<file path="src/rtl/fpu_pkg.sv">
// Shared FPU result-path definitions: default widths, the
// {exponent, fraction, sticky} result triple and the subnormal exponent.
package fpu_pkg;

    localparam int EXP_WIDTH     = 10;
    localparam int FRAC_WIDTH    = 49;
    localparam int SHIFT_WIDTH   = 6;
    localparam int SUBNORMAL_EXP = 0;

    typedef struct packed {
        logic [EXP_WIDTH-1:0]  exponent;
        logic [FRAC_WIDTH-1:0] fraction;
        logic                  sticky;
    } fpu_result_t;

endpackage

</file>
<file path="src/rtl/denormalizer_right_shifter.sv">
// Combinational logical right shift with sticky OR of the bits shifted out.
// Ports: shift_count, operand -> result, sticky.
module denormalizer_right_shifter #(
    parameter int WIDTH       = fpu_pkg::FRAC_WIDTH,
    parameter int SHIFT_WIDTH = fpu_pkg::SHIFT_WIDTH
) (
    input  logic [SHIFT_WIDTH-1:0] shift_count,
    input  logic [WIDTH-1:0]       operand,
    output logic [WIDTH-1:0]       result,
    output logic                   sticky
);

    logic [WIDTH-1:0] lost_mask;

    always_comb begin
        // ones in every position that falls off the bottom
        lost_mask = ~({WIDTH{1'b1}} << shift_count);
        result    = operand >> shift_count;
        sticky    = |(operand & lost_mask);
    end

endmodule

</file>
<file path="src/rtl/denormalizer.sv">
// Two-stage denormalizer: shifts results at/below the subnormal boundary
// into subnormal position. Ports: clk, reset_n, in_* handshake + payload,
// out_* handshake + denormalized exponent/fraction, sticky_out, subnormal.
module denormalizer #(
    parameter int EXP_WIDTH   = fpu_pkg::EXP_WIDTH,
    parameter int FRAC_WIDTH  = fpu_pkg::FRAC_WIDTH,
    parameter int SHIFT_WIDTH = fpu_pkg::SHIFT_WIDTH
) (
    input  logic                  clk,
    input  logic                  reset_n,
    input  logic                  in_valid,
    output logic                  in_ready,
    input  logic                  denormalize,
    input  logic                  sticky_in,
    input  logic [EXP_WIDTH-1:0]  normalized_exponent,
    input  logic [FRAC_WIDTH-1:0] normalized_fraction,
    output logic                  out_valid,
    input  logic                  out_ready,
    output logic [EXP_WIDTH-1:0]  denormalized_exponent,
    output logic [FRAC_WIDTH-1:0] denormalized_fraction,
    output logic                  sticky_out,
    output logic                  subnormal
);

    import fpu_pkg::*;

    typedef struct packed {
        logic [EXP_WIDTH-1:0]  exponent;
        logic [FRAC_WIDTH-1:0] fraction;
        logic                  sticky;
    } beat_t;

    logic s1_load;
    logic s2_load;

    logic                   s1_valid_q;
    beat_t                  s1_q;
    logic                   s1_do_shift_q;
    logic [SHIFT_WIDTH-1:0] s1_shift_q;

    logic  s2_valid_q;
    beat_t s2_q;
    logic  s2_sub_q;

    assign s2_load  = !s2_valid_q || out_ready;
    assign s1_load  = !s1_valid_q || s2_load;
    assign in_ready = s1_load;

    // stage 1: decide whether and how far to shift
    logic [EXP_WIDTH:0]     raw_shift;
    logic                   do_shift_d;
    logic [SHIFT_WIDTH-1:0] shift_d;

    always_comb begin
        // signed exponent <= 0: sign bit set or all zero
        do_shift_d = denormalize
                   && (normalized_exponent[EXP_WIDTH-1]
                   || (normalized_exponent == '0));
        raw_shift  = (EXP_WIDTH+1)'(1)
                   - {normalized_exponent[EXP_WIDTH-1],
                      normalized_exponent};
        shift_d    = '0;
        if (do_shift_d) begin
            if (raw_shift >= (EXP_WIDTH+1)'(FRAC_WIDTH)) begin
                shift_d = SHIFT_WIDTH'(FRAC_WIDTH);
            end else begin
                shift_d = raw_shift[SHIFT_WIDTH-1:0];
            end
        end
    end

    always_ff @(posedge clk or negedge reset_n) begin
        if (!reset_n) begin
            s1_valid_q    <= 1'b0;
            s1_q          <= '0;
            s1_do_shift_q <= 1'b0;
            s1_shift_q    <= '0;
        end else if (s1_load) begin
            s1_valid_q <= in_valid;
            if (in_valid) begin
                s1_q.exponent <= normalized_exponent;
                s1_q.fraction <= normalized_fraction;
                s1_q.sticky   <= sticky_in;
                s1_do_shift_q <= do_shift_d;
                s1_shift_q    <= shift_d;
            end
        end
    end

    // stage 2: shift and collect sticky
    logic [FRAC_WIDTH-1:0] shifted;
    logic                  lost_sticky;
    beat_t                 s2_d;

    denormalizer_right_shifter #(
        .WIDTH       (FRAC_WIDTH),
        .SHIFT_WIDTH (SHIFT_WIDTH)
    ) u_shifter (
        .shift_count (s1_shift_q),
        .operand     (s1_q.fraction),
        .result      (shifted),
        .sticky      (lost_sticky)
    );

    always_comb begin
        s2_d = s1_q;
        if (s1_do_shift_q) begin
            s2_d.exponent = EXP_WIDTH'(SUBNORMAL_EXP);
            s2_d.fraction = shifted;
            s2_d.sticky   = s1_q.sticky | lost_sticky;
        end
    end

    always_ff @(posedge clk or negedge reset_n) begin
        if (!reset_n) begin
            s2_valid_q <= 1'b0;
            s2_q       <= '0;
            s2_sub_q   <= 1'b0;
        end else if (s2_load) begin
            s2_valid_q <= s1_valid_q;
            if (s1_valid_q) begin
                s2_q     <= s2_d;
                s2_sub_q <= s1_do_shift_q;
            end
        end
    end

    assign out_valid             = s2_valid_q;
    assign denormalized_exponent = s2_q.exponent;
    assign denormalized_fraction = s2_q.fraction;
    assign sticky_out            = s2_q.sticky;
    assign subnormal             = s2_sub_q;

endmodule

</file>
<file path="config.mk">
export PLATFORM = sky130hd
export DESIGN_NAME = denormalizer
export DESIGN_NICKNAME = d
export VERILOG_FILES = /design/src/rtl/fpu_pkg.sv /design/src/rtl/denormalizer_right_shifter.sv /design/src/rtl/denormalizer.sv
export SDC_FILE = /design/constraint.sdc
export NUM_CORES = 1
export LEC_CHECK = 0
export BUFFER_PORTS_ARGS = -buffer_cell sky130_fd_sc_hd__buf_2
export CORE_MARGIN = 1
export CORE_UTILIZATION = 36
export CTS_CLUSTER_DIAMETER = 150
export CTS_CLUSTER_SIZE = 24
export DETAILED_ROUTE_END_ITERATION = 10
export REMOVE_ABC_BUFFERS = 1
export SYNTH_ARGS = -nofsm -noshare
export SYNTH_HDL_FRONTEND = slang
export SYNTH_SLANG_ARGS = --single-unit
</file>
<file path="constraint.sdc">
create_clock -name clk -period 5.5 [get_ports clk]
set_input_delay 1.1 -clock clk [delete_from_list [all_inputs] [get_ports clk]]
set_output_delay 1.1 -clock clk [all_outputs]
set_load 0.02 [all_outputs]
</file>
# Word level (Yosys, flattened, before mapping)

Index checks and enable logic that the tools add are counted.
W data, S select, Z words.

Memories kept: 0
Bits of input ports: 65
Bits in writable memories: 0
Register bits: 130
Bits in latches: 0
Word-level logic and storage cells: 31
ROM bits: 0
Output and inout port bits: 63

Equal/unequal tests: 0
Multiply operators: 0
Bitwise logic cells: 3
Magnitude comparators: 1
Add/sub/neg operators: 1
Shift operators: 2
Muxes and demuxes: 3
Divide/modulo/power cells: 0
Reductions and logical operators: 10

Operator list:

| kind                    | number |
|---|---|
| $mux W60                | 1 |
| $and A49 B49 Y49        | 1 |
| $not A49 Y49            | 1 |
| $reduce_or A49 Y1       | 1 |
| $shl A49 B6 Y49 const A | 1 |
| $shr A49 B6 Y49         | 1 |
| $mux W6                 | 2 |
| $ge A11 B6 Y1 const B   | 1 |
| $sub A2 B10 Y11 const A | 1 |
| $logic_not A10 Y1       | 1 |
| $reduce_and A2 Y1       | 2 |
| $logic_or A1 B1 Y1      | 3 |
| $logic_not A1 Y1        | 2 |
| $logic_and A1 B1 Y1     | 1 |
| $or A1 B1 Y1            | 1 |

# Logic depth before layout (Yosys ltp)

Word-level depth: 6
Depth in mapped cells: 11
Mapped depth without buffers: 8

# By module

Synthesis repeated with hierarchy kept, for this count alone.

Cells, all modules: 962
Area, all modules: 9337.7 um^2

By module, submodules not included:

| module                     | cells each | seq. area each (um^2) | times used | area an instance (um^2) |
|---|---|---|---|---|
| denormalizer               | 465        | 3253.1                | 1          | 5595.4 |
| denormalizer_right_shifter | 497        | 0.0                   | 1          | 3742.3 |

# Worst setup path after synthesis

No wires, ideal clock.

Path type: in2reg
Start: input normalized_exponent[1]
End: register s1_shift_q[2]
Path slack: 2507 ps
Library setup time: 122 ps
Stages: 8
Data arrival time: 2871 ps
Cells stage by stage: inv_1 -> ha_1 -> or3b_4 -> or3_1 -> mux2_2 -> a31oi_1 -> a211oi_2 -> a32o_1

Cells in the longest elaborated chain, start to end: 4

Ends and longest elaborated chain:

| element                                              | line                                   | RTL |
|---|---|---|
| start, declared                                      | denormalizer.sv:15                     | `input logic [EXP_WIDTH-1:0] normalized_exponent,` |
| $sub A2 B10 Y11 or $logic_not A10 Y1 (tied branches) | denormalizer.sv:60, denormalizer.sv:58 |  |
| $ge A11 B6 Y1 or $logic_or A1 B1 Y1 (tied branches)  | denormalizer.sv:64, denormalizer.sv:58 |  |
| $mux W6 or $logic_and A1 B1 Y1 (tied branches)       | denormalizer.sv:64, denormalizer.sv:57 |  |
| $mux W6 (*)                                          | denormalizer.sv:63                     | `if (do_shift_d) begin` |
| end signal, assigned                                 | denormalizer.sv:85                     | `s1_shift_q <= shift_d;` |
| end, declared                                        | denormalizer.sv:39                     | `logic [SHIFT_WIDTH-1:0] s1_shift_q;` |

Every way passes the cells marked *; elsewhere a longest branch is shown, timed or not.
A chain may end at the register's enable or synchronous reset.

# Worst setup path after layout

Start: register s1_shift_q[0]
End: register s2_q, in the netlist denormalized_fraction[7]

Cells in the longest elaborated chain, start to end: 2

Ends and longest elaborated chain:

| element              | line                             | RTL |
|---|---|---|
| $shr A49 B6 Y49      | denormalizer_right_shifter.sv:18 | `result = operand >> shift_count;` |
| $mux W60             | denormalizer.sv:107              | `if (s1_do_shift_q) begin` |
| end signal, assigned | denormalizer.sv:117              | `s2_q <= '0;` |
| end signal, assigned | denormalizer.sv:122              | `s2_q <= s2_d;` |
| end, declared        | denormalizer.sv:42               | `beat_t s2_q;` |

Every way passes these cells.

==> metrics.txt <==
Final Instance Area=10700 um2; distinct cell type count after synthesis=69; first-pass GRT wire length=51.8 mm; Post-Synth Adder-Cell Area=0.238%; relative slew slack=23.1%; area post-placement=10200 um2; Post-CTS Setup Inserts=0; WL met1=14.6 mm; pin count of the biggest net entering global routing=97; Antenna Violating Nets Remaining=0; RSZ-0062 raised after global routing=no; Pre-antenna DRT Iters=8; synth-to-layout area growth=13.4%; CP cell instances=buf_4 > mux2i_1 > nor3_1 > a21oi_1 > o21ai_0 > a211oi_1 > a21oi_1; slowest stage delay, CP=0.91 ns; GRT Overall Usage=25.9%; Post-DP HPWL=23.7 mm; Multi-input gate area=5650 um2; Die X=164 um; number of synthesized register bits=130; total chip power=3.77 mW; Skew-Pair Late Insertion Delay=0.44 ns; TritonCTS Buffers=17; die area=27000 um2; critical setup path kind=flip-flop to flip-flop; CP dominant cell by count=a21oi_1; root buf cell=clkbuf_16; crit path DAT=3.68 ns; ANT cells=0; Setup crit end kind=flip-flop; EDFF count, synth=0; Initial Util=37.2%; initial antenna violation count=0; DRC=0; clock-pin transition on the worst setup and hold timing paths=0.06 ns; mux contribution to synthesized area=27.8%; synth warn=0; Hold Fails Final Rpt=0; Max FO, Critical Path=32; MaxCap Viol Count=0; Async SR Flop Fraction=100%; drt via density=6.35; Initial DRC Count=1106; Worst IR Drop VDD=0.000164 V; die height=164 um; register area=3260 um2; main combinational cell family by area after synthesis=multiplexers; Worst Hold Class=flip-flop to flip-flop; Startpoint Class=flip-flop; Slew Viols, Final=0; clk_skew=0.0105 ns; Finished Core Util=42.2%; top routing layer in use=met4; IO Port Bufs=127; setup_tns=0 ns; DR vias=8739; Final #Nets=1100; CTS tree=built; post-synth design cell area=9470 um2; Pleak=4.37 nW; met3 wire len=3.22 mm; total wire length=34.0 mm; gpl congestion=0.969; xor/xnor cell area share of the yosys netlist=0.277%; vias in the first global route=8268; total gr overflow=0; CTS resizes=0; Sink Count=130; sequential area share after synthesis=34.4%; WP data required=5.81 ns; Filler cells=2526; Post-synth top flop=dfrtp_1; H-tree Lvls=4; Longest Clk Path Bufs=2; # IOs=128; WL/cell=24.7 um; met2 wire len=14.8 mm; Setup violations, final=0; Rows=58; Syn Area/Cell=9.70 um2; worst-margin pin slew=1.15 ns; status=finished clean; Synth Area in Simple Gates=12.9%; CTS Hold Buffers Added=0; CP max stage cell=dfrtp_2; final period utilization=61.4%; Peak Freq=296 MHz; Mapped Cells=976; core box area=25500 um2; minimum clock period=3.37 ns; Compound-Gate Fraction of Synth Area=18.5%; power per cell area=351 nW/um2; layout cells sized above 1=31.0%
## synth_stat cells (6+ instances only)
master | n | share of area [%]
a211oi_1 | 8 | 0.63
o22ai_1 | 10 | 0.66
nand3_1 | 21 | 1.1
mux2_2 | 82 | 9.8
a221oi_1 | 16 | 1.5
a31oi_1 | 6 | 0.40
o211ai_1 | 12 | 0.95
o21ai_0 | 72 | 3.8
buf_4 | 6 | 0.48
nand2b_1 | 9 | 0.59
o32ai_1 | 6 | 0.55
inv_1 | 19 | 0.75
or3_1 | 8 | 0.53
buf_2 | 22 | 1.2
nor2_1 | 76 | 3.0
o221ai_1 | 14 | 1.3
a21oi_1 | 65 | 3.4
and3_1 | 12 | 0.79
mux2i_1 | 49 | 5.2
clkbuf_1 | 62 | 2.5
buf_6 | 6 | 0.71
nor3_1 | 21 | 1.1
o2111ai_1 | 6 | 0.55
dfrtp_1 | 130 | 34
mux4_2 | 54 | 13
nand2_1 | 88 | 3.5
o21a_1 | 8 | 0.63
buf_1 | 7 | 0.28
## path summary, 6_finish.rpt
check	from	end	slack [ns]	depth (start not counted)
max in group asynchronous	reset_n	denormalized_fraction[30]$_DFFE_PN0P_	3.67	2
hold reg to reg	denormalized_fraction[44]$_DFFE_PN0P_	denormalized_fraction[44]$_DFFE_PN0P_	0.48	2
hold / removal	denormalized_fraction[44]$_DFFE_PN0P_	denormalized_fraction[44]$_DFFE_PN0P_	0.48	2
setup reg to reg	s1_shift_q[0]$_DFFE_PN0P_	denormalized_fraction[7]$_DFFE_PN0P_	2.13	7
setup / recovery	s1_shift_q[0]$_DFFE_PN0P_	denormalized_fraction[7]$_DFFE_PN0P_	2.13	7
min in group asynchronous	reset_n	s1_q[3]$_DFFE_PN0P_	0.77	1
## flip-flops by register name (all words and copies together), names as in the netlist
register	flops
denormalized_exponent	10
denormalized_fraction	49
out_valid	1
s1_do_shift_q	1
s1_q	60
s1_shift_q	6
s1_valid_q	1
sticky_out	1
subnormal	1
## cell type report
class	count	area share [%]
inverter	22	0.769
sequential	130	30.4
tap	330	3.84
timing repair buffer	143	7.09
clock buffer	18	4.00
multi-input combinational	720	52.6
clock inverter	14	1.30
## critical path: cells and delay by family (launching register included)
family                 cells  cell delay, ns
AO/OA/AOI/OAI              4            1.56
multiplexers               1            0.32
AND/OR/NAND/NOR            1            0.07
flip-flops                 1            0.91
buffers and inverters      1            0.38
## routing by layer
layer,vias to the layer above,global-route usage [%]
met4,0,10.9
li1,3819,-
met3,110,5.45
met5,-,0
met1,4270,37.0
met2,540,37.5
## cells by family (layout without fill, tap and decap cells)
kind of cell	after synthesis	count (layout)
xor+xnor	3	3
buf+inv	126	197
fa+ha+maj	2	2
compound gates	265	265
flops	130	130
simple gates	265	265
mux	185	185
## report_power, final
group	internal [mW]	total (mW)	switching, mW
clock network	0.635	1.13	0.498
logic	0.500	1.23	0.733
registers	1.14	1.41	0.272
total	2.27	3.77	1.50
## stage by stage
step	hold WS, ns	std cells	worst slack, ns
finish	0.475	1377	2.13
global route	0.504	1377	2.00
floorplan	0.450	872	1.04
global placement	0.460	1345	2.23
CTS	0.480	1377	2.22
detailed placement	0.465	1345	2.18
## layout by cell type (no fill, tap or decap), types with 4 or more instances in the layout
cell type,instances
a311oi_1,4
nor4_1,5
o21a_1,8
nand2_1,86
o2111ai_1,6
buf_4,16
a21oi_1,65
or3_1,8
buf_2,126
mux2i_1,49
clkbuf_16,17
inv_6,7
nand3_1,21
and3_1,12
nor2_1,76
o211ai_1,12
o22ai_1,10
dfrtp_1,126
inv_1,18
mux2_2,82
o32ai_1,6
nor3_1,21
a31oi_1,6
o21ai_0,72
a211oi_1,8
a221oi_1,16
nand2b_1,9
nand4_1,5
clkinv_1,4
a32oi_1,4
mux4_2,54
o221ai_1,14
Note: power is estimated with default switching activity, not from simulation.
